**src/rtl/udp_tx_arbiter.sv**
```systemverilog
// Frame-level 2:1 AXI-Stream byte arbiter feeding the Ethernet MAC TX port.
// Port 0 carries UDP ACKs and port 1 carries order/data frames. Each grant lasts one whole frame.
module udp_tx_arbiter #(
    parameter int PRIORITY_MODE = 0,
    parameter int GAP_CYCLES    = 12,
    parameter int MAX_BEATS     = 1518
) (
    input  logic        clk,
    input  logic        rst,
    input  logic [7:0]  s0_axis_tdata,
    input  logic        s0_axis_tvalid,
    output logic        s0_axis_tready,
    input  logic        s0_axis_tlast,
    input  logic [7:0]  s1_axis_tdata,
    input  logic        s1_axis_tvalid,
    output logic        s1_axis_tready,
    input  logic        s1_axis_tlast,
    output logic [7:0]  m_axis_tdata,
    output logic        m_axis_tvalid,
    input  logic        m_axis_tready,
    output logic        m_axis_tlast,
    output logic [1:0]  o_grant,
    output logic        o_busy,
    output logic        o_overlength,
    output logic [15:0] o_frames_0,
    output logic [15:0] o_frames_1
);

    localparam int GW = (GAP_CYCLES > 2) ? $clog2(GAP_CYCLES) : 1;
    localparam logic [GW-1:0] GAP_LOAD = (GAP_CYCLES > 0) ? GW'(GAP_CYCLES - 1) : '0;
    localparam logic [11:0] BEAT_LAST = 12'(MAX_BEATS - 1);

    typedef enum logic [1:0] {ST_IDLE, ST_XFER, ST_DRAIN, ST_GAP} state_t;

    state_t        state_reg, state_next;
    logic [1:0]    grant_reg, grant_next;
    logic          last_reg, last_next;
    logic [11:0]   beat_cnt_reg, beat_cnt_next;
    logic [GW-1:0] gap_cnt_reg, gap_cnt_next;
    logic          overlength_reg, overlength_next;
    logic [1:0]    frame_done;
    logic          frame_end;
    logic          win;

    logic       sel;
    logic [7:0] src_tdata;
    logic       src_tvalid;
    logic       src_tlast;

    assign sel        = grant_reg[1];
    assign src_tdata  = sel ? s1_axis_tdata  : s0_axis_tdata;
    assign src_tvalid = sel ? s1_axis_tvalid : s0_axis_tvalid;
    assign src_tlast  = sel ? s1_axis_tlast  : s0_axis_tlast;

    // win = 1 selects port 1; last_reg holds the index of the port granted last.
    always_comb begin
        if (s0_axis_tvalid && s1_axis_tvalid)
            win = (PRIORITY_MODE == 0) ? 1'b0 : ~last_reg;
        else
            win = s1_axis_tvalid;
    end

    always_comb begin
        state_next      = state_reg;
        grant_next      = grant_reg;
        last_next       = last_reg;
        beat_cnt_next   = beat_cnt_reg;
        gap_cnt_next    = gap_cnt_reg;
        overlength_next = 1'b0;
        frame_done      = 2'b00;
        frame_end       = 1'b0;
        m_axis_tdata    = 8'h00;
        m_axis_tvalid   = 1'b0;
        m_axis_tlast    = 1'b0;
        s0_axis_tready  = 1'b0;
        s1_axis_tready  = 1'b0;

        case (state_reg)
            ST_IDLE: begin
                if (s0_axis_tvalid || s1_axis_tvalid) begin
                    grant_next    = win ? 2'b10 : 2'b01;
                    beat_cnt_next = '0;
                    state_next    = ST_XFER;
                end
            end
            ST_XFER: begin
                m_axis_tdata   = src_tdata;
                m_axis_tvalid  = src_tvalid;
                m_axis_tlast   = src_tlast;
                s0_axis_tready = grant_reg[0] & m_axis_tready;
                s1_axis_tready = grant_reg[1] & m_axis_tready;
                if (src_tvalid && m_axis_tready) begin
                    beat_cnt_next = beat_cnt_reg + 12'd1;
                    if (src_tlast) begin
                        frame_done = grant_reg;
                        last_next  = sel;
                        frame_end  = 1'b1;
                    end else if (beat_cnt_reg == BEAT_LAST) begin
                        // Runaway frame: close it towards the MAC, swallow the rest in DRAIN.
                        m_axis_tlast    = 1'b1;
                        overlength_next = 1'b1;
                        frame_done      = grant_reg;
                        last_next       = sel;
                        state_next      = ST_DRAIN;
                    end
                end
            end
            ST_DRAIN: begin
                s0_axis_tready = grant_reg[0];
                s1_axis_tready = grant_reg[1];
                if (src_tvalid && src_tlast)
                    frame_end = 1'b1;
            end
            ST_GAP: begin
                if (gap_cnt_reg == '0)
                    state_next = ST_IDLE;
                else
                    gap_cnt_next = gap_cnt_reg - 1'b1;
            end
            default: state_next = ST_IDLE;
        endcase

        if (frame_end) begin
            grant_next = 2'b00;
            if (GAP_CYCLES > 0) begin
                state_next   = ST_GAP;
                gap_cnt_next = GAP_LOAD;
            end else begin
                state_next = ST_IDLE;
            end
        end
    end

    always_ff @(posedge clk) begin
        if (rst) begin
            state_reg      <= ST_IDLE;
            grant_reg      <= 2'b00;
            last_reg       <= 1'b1;
            beat_cnt_reg   <= '0;
            gap_cnt_reg    <= '0;
            overlength_reg <= 1'b0;
        end else begin
            state_reg      <= state_next;
            grant_reg      <= grant_next;
            last_reg       <= last_next;
            beat_cnt_reg   <= beat_cnt_next;
            gap_cnt_reg    <= gap_cnt_next;
            overlength_reg <= overlength_next;
        end
    end

    // Per-port completed-frame counters, free-running and wrapping.
    for (genvar gi = 0; gi < 2; gi++) begin : g_frames
        logic [15:0] cnt_reg;
        always_ff @(posedge clk) begin
            if (rst)
                cnt_reg <= '0;
            else if (frame_done[gi])
                cnt_reg <= cnt_reg + 16'd1;
        end
    end

    assign o_frames_0   = g_frames[0].cnt_reg;
    assign o_frames_1   = g_frames[1].cnt_reg;
    assign o_grant      = grant_reg;
    assign o_busy       = (state_reg != ST_IDLE);
    assign o_overlength = overlength_reg;

endmodule

```
**config.mk**
```make
export PLATFORM = sky130hd
export DESIGN_NAME = udp_tx_arbiter
export DESIGN_NICKNAME = d
export VERILOG_FILES = /design/src/rtl/udp_tx_arbiter.sv
export SDC_FILE = /design/constraint.sdc
export NUM_CORES = 1
export LEC_CHECK = 0
export CAP_MARGIN = 40
export CORE_MARGIN = 2
export CORE_UTILIZATION = 35
export CTS_CLUSTER_DIAMETER = 200
export DETAILED_ROUTE_END_ITERATION = 10
export HOLD_SLACK_MARGIN = 0.05
export PLACE_DENSITY = 0.72
export REMOVE_ABC_BUFFERS = 1
export SLEW_MARGIN = 10
export SYNTH_ARGS = -nofsm -noshare
export SYNTH_HDL_FRONTEND = slang
export SYNTH_SLANG_ARGS = --single-unit
```
**constraint.sdc**
```tcl
create_clock -name clk -period 1.9 [get_ports clk]
set_clock_uncertainty 0.05 [all_clocks]
set_input_delay 0.19 -clock clk [delete_from_list [all_inputs] [get_ports clk]]
set_output_delay 0.19 -clock clk [all_outputs]
set_load 0.02 [all_outputs]
```
# Word level (Yosys, flattened, before mapping)
# Cells that the tools add are included.
# word_totals
ff_bits,53
wordCells,80
out_inout_bits,48
in_bits,23
# op_classes
mux,34
bitwise,5
reduce_logical,17
add_sub_neg,4
eq_ne,12
# ops
cell,count
adder 16 x 1 -> 16 bit (second input constant),2
2-to-1 mux 12 bit,2
one-hot mux 12 bit (2 select lines),1
2-to-1 mux 2 bit,11
2-to-1 mux 8 bit,2
!= test 3 bit (second input constant),5
adder 12 x 1 -> 12 bit (second input constant),1
== test 12 x 11 -> 1 bit (second input constant),1
2-to-1 mux 4 bit,3
2-to-1 mux 1 bit,11
!= test 2 bit (second input constant),3
one-hot mux 1 bit (2 select lines),3
one-hot mux 2 bit (3 select lines),1
AND reduction 2 bit,3
AND reduction 6 bit,1
nonzero test 2 bit,3
== test 2 bit (second input constant),2
zero test 4 bit,1
nonzero test 4 bit,1
OR reduction 4 bit,1
subtractor 4 x 1 -> 4 bit (second input constant),1
logical AND 1 bit,3
inverter 1 bit,3
AND reduction 3 bit,1
other kinds (5),6

# Depth between registers and ports, before layout
# logic_depth
ltp_word,6
ltp_mapped,8
depth_no_buf,6

# Least setup slack after synthesis
# Ideal clock, no wire load.
# synth_timing
kind,register to register
start,register grant_reg[1] (netlist: o_grant[1])
end,register beat_cnt_reg[7]
path_buffers,2
arrival_ns,1.727
required_time_ns,1.749
path_stages_with_launch,7
period_less_slack_ns,1.878
slack_ns,0.022
setup_ns,0.101
path_cell_list,dfxtp_1 > buf_2 > mux2_2 > a22oi_2 > buf_2 > o311ai_0 > o41ai_1
# synth_between
elab_chain_len,4
# synth_rtl
item,line,text
from (decl),36,"logic [1:0] grant_reg, grant_next;"
from (signal assigned),144,grant_reg <= grant_next;
2-to-1 mux 1 bit,52,assign src_tvalid = sel ? s1_axis_tvalid : s0_axis_tvalid;
logical AND 1 bit,92,if (src_tvalid && m_axis_tready) begin
!= test 2 bit (no source line),--,
AND reduction 3 bit (no source line),--,
to (signal assigned),146,beat_cnt_reg <= beat_cnt_next;
to (decl),38,"logic [11:0] beat_cnt_reg, beat_cnt_next;"
# Every way passes these cells.
# A chain may end at the register's enable or synchronous reset.

# Worst setup path after layout
# layout_timing
start,register beat_cnt_reg[8]
end,register g_frames[0].cnt_reg[10] (netlist: o_frames_0[10])
# layout_between
elab_chain_len,5
# layout_rtl
item,line,text
== test 12 x 11 -> 1 bit,98,end else if (beat_cnt_reg == BEAT_LAST) begin
2-to-1 mux 2 bit,98,
2-to-1 mux 2 bit,94,if (src_tlast) begin
2-to-1 mux 2 bit,92,
2-to-1 mux 2 bit,78,case (state_reg)
to (signal assigned),159,cnt_reg <= cnt_reg + 16'd1;
to (decl),154,logic [15:0] cnt_reg;
# Every way passes these cells.

==> run_results.csv <==
group,metric,value,unit
status,status,"complete, but fails checks",
status,violated_checks,"negative setup slack",
yosys,async_reset_ff_share,0,%
job,maxCapViolCount,0,
power_and_ir_drop,max-vdd-ir-drop,453.8,µV
grt,antenna_found_initial,0,
grt,grt_pass1_wl,14.12,mm
cts,cts_htree_levels,2,
cts,clockRootBuffer,"clkbuf_8",
sta,grt_setup_unrepaired,"true",
die,placeableCoreArea,0.008636,mm²
place,placement.setup.worst_slack,-0.2402,ns
power_and_ir_drop,power_leakage,1.764,nW
worst_setup_path,crit_required,2.10,ns
drt,detailedRoute.firstPassIterationCount,4,
sta,slew_violations,0,
worst_setup_path,critPathMaxStageDelay,0.47,ns
cts,cts.hold.buffers_added,0,
sta,finalCritPeriodShare,102.1,%
worst_setup_path,r2r_slack,-0.04,ns
worst_setup_path,cp_data_arrival_time,2.14,ns
grt,grt_pass1_vias,3169,
worst_setup_path,critical_path.max_fanout,7,
die,dieHeight,97.74,µm
layout,antenna-diode-count,0,
yosys,synth_sequential_area_ratio,34.50,%
place,port-buffer-count,70,
sta,final_period_minus_worst_setup_slack,1.939,ns
worst_setup_path,cp_cell_sequence,"nand4_4 -> buf_6 -> o31a_1 -> buf_6 -> buf_16 -> or4_4 -> a21oi_2",
layout,final_layout_size_suffix_gt1_share,31.56,%
worst_setup_path,critical-path-slowest-cell,"or4_4",
drt,via_count,3378,
power_and_ir_drop,design_power,3.454,mW
cts,clk_transition_reported_paths,0.10,ns
yosys,synth_seq_cells,53,
layout,mostFrequentLayoutCell,"buf_4",
drt,via_per_instance_ratio,5.668,
worst_setup_path,regToRegStartpoint,"beat_cnt_reg[8]$_SDFFE_PP0P_",
hold_path,min_delay_worst_endpoint,"o_frames_1[8]$_SDFFE_PP0P_",
cts,number_of_buffers_created_by_cts,5,
sta,hold_violations,0,
drt,totalWireLength,9.334,mm
die,boundaryPins,71,
grt,grt_max_degree,27,
cts,cts_tree,"yes",
worst_setup_path,critPathLaunchType,"flop",
sta,hold-worst-slack,0.4570,ns
die,die_w,97.74,µm
yosys,synth_area_per_cell,8.449,µm²
sta,fmax,515.6,MHz
yosys,synth.yosys.warnings,0,
worst_setup_path,path_common_cell,"buf_6",
sta,slew-limit-headroom,72.26,%
worst_setup_path,worst_setup_end_kind,"flop",
drt,detail_route.wl_per_cell,15.66,µm
yosys,synth-main-ff-cell,"dfxtp_1",
sta,finalWorstSetupSlack,-0.03945,ns
hold_path,hold-path-cell-count,2,
worst_setup_path,reg2reg_depth,7,
yosys,synthCells,364,
drt,final_antenna_net_count,0,
yosys,synth_enable_flop_cells,0,
drt,dr.first_iter.drc_count,178,
hold_path,hp-class,"flop to flop",
sta,finalSetupViolations,4,
sta,worst_slew_pin_slew,0.4153,ns
yosys,synth.lib_cells_used.distinct,49,
grt,grt.total_usage,17.16,%
worst_setup_path,worst-setup-path-type,"flop to flop",
layout,fin_nets,520,
yosys,syn_area,0.003075,mm²
hold_path,min-delay-start,"o_frames_1[8]$_SDFFE_PP0P_",
cts,cts-root-to-sink-buffers,2,
worst_setup_path,rr_endpoint,"o_frames_0[10]$_SDFFE_PP0P_",
grt,overall_overflow_remaining_after_global_route,0,
layout,layout-area-overhead-vs-synth,58.01,%
place,dp.final_hpwl,6.085,mm
cts,worst_skew_pair.late_latency,0.31,ns
cts,cts_sinks,53,
power_and_ir_drop,powerDensity,710.7,mW/mm²
die,core.rowCount,34,
drt,drt_drc_violations_left,0,
layout,most-common-layout-cells,"59 x buf_4, 57 x clkdlybuf4s50_1, 41 x dfxtp_1, 26 x a21oi_1, 21 x o31ai_1",
die,die-area,0.009553,mm²
place,routabilityCongestion,0.8360,
die,start_util,35.61,%
## cells in the mapped netlist (8+ instances only)
| cell | number | area [µm²] |
|---|---|---|
| a21oi_1 | 40 | 200.2 |
| and2_1 | 10 | 62.56 |
| and4_1 | 8 | 70.07 |
| clkbuf_1 | 9 | 33.78 |
| dfxtp_1 | 53 | 1061 |
| ha_1 | 10 | 125.1 |
| inv_1 | 10 | 37.54 |
| mux2i_1 | 10 | 100.1 |
| nand2_1 | 18 | 67.56 |
| nand3_1 | 16 | 80.08 |
| nand4_1 | 18 | 112.6 |
| nor2_1 | 10 | 37.54 |
| nor2b_1 | 15 | 93.84 |
| o21ai_0 | 10 | 50.05 |
| o31ai_1 | 23 | 172.7 |
| or3_1 | 8 | 50.05 |
| or4_1 | 26 | 195.2 |
## layer usage
layer	up-vias	GRT usage (%)	share of wire, %
li1	1642	-	-
met4	0	4.274	1.4
met2	97	31.88	51
met5	-	0	0
met1	1629	20.66	43
met3	10	2.649	4.4
## what timing repair did
item                                    4_1_cts  5_1_grt
gates cloned                                  2        2
setup buffers                                 0        7
endpoints found under the setup margin       37       23
pin swaps                                     7       33
resized for setup                            42       61
## layout make-up
cell class | count | area [µm²]
Timing Repair Buffer | 138 | 1297
Fill cell | 735 | 3776
Sequential cell | 53 | 1076
Clock inverter | 3 | 65.06
Tap cell | 108 | 135.1
Clock buffer | 5 | 68.82
Multi-Input combinational cell | 279 | 2180
Inverter | 10 | 37.54
## kinds of logic (layout without fill, tap and decap cells)
kind of cell               Yosys count  count (layout)  share of synthesized area, %
xor gates and xnor gates             4               4                         1.139
adders and majority gates           10              10                         4.068
AOI/OAI and AO/OA                   94              94                         19.65
muxes                               16              16                         5.452
DFF                                 53              53                         34.50
and+or+nand+nor                    155             155                         31.00
buffers and inverters               32             156                         4.190
## stage by stage
| stage | cells | TNS (ns) | utilization (%) | cell area, µm² |
|---|---|---|---|---|
| 6_report | 596 | -0.1136 | 56.27 | 4860 |
| 5_1_grt | 596 | -0.7196 | 56.27 | 4860 |
| 4_1_cts | 588 | -0.9664 | 52.43 | 4528 |
| 3_5_place_dp | 578 | -2.572 | 49.57 | 4280 |
| 3_3_place_gp | 578 | -1.516 | 49.57 | 4280 |
| 2_1_floorplan | 342 | -8.241 | - | 2984 |
## critical path, delay by kind of cell (launching register included)
family / cells / cell delay [ns]
flip-flops: 1 / 0.37
AO/OA/AOI/OAI: 2 / 0.44
buffers and inverters: 3 / 0.42
AND/OR/NAND/NOR: 2 / 0.60
## worst max-delay path by stage
stage                                       from  slack (ns)  cells after the start                          end
finish              beat_cnt_reg[8]$_SDFFE_PP0P_       -0.04                      7  o_frames_0[10]$_SDFFE_PP0P_
floorplan                o_grant[1]$_SDFFE_PP0P_       -0.39                      4  o_frames_0[15]$_SDFFE_PP0P_
global placement                  s0_axis_tvalid       -0.17                      5                 m_axis_tlast
detailed placement  beat_cnt_reg[1]$_SDFFE_PP0P_       -0.24                      7                 m_axis_tlast
global route        beat_cnt_reg[5]$_SDFFE_PP0P_       -0.08                      7   o_frames_0[4]$_SDFFE_PP0P_
CTS                 beat_cnt_reg[1]$_SDFFE_PP0P_       -0.18                      7                 m_axis_tlast
## power by group
| group | leakage, nW | switching [mW] | internal (mW) |
|---|---|---|---|
| Sequential | 0.433 | 0.0486 | 1.16 |
| Combinational | 1.26 | 0.664 | 0.670 |
| Clock | 0.0681 | 0.388 | 0.524 |
| Total | 1.76 | 1.10 | 2.35 |
No activity file was read; power rests on OpenSTA's default activity.
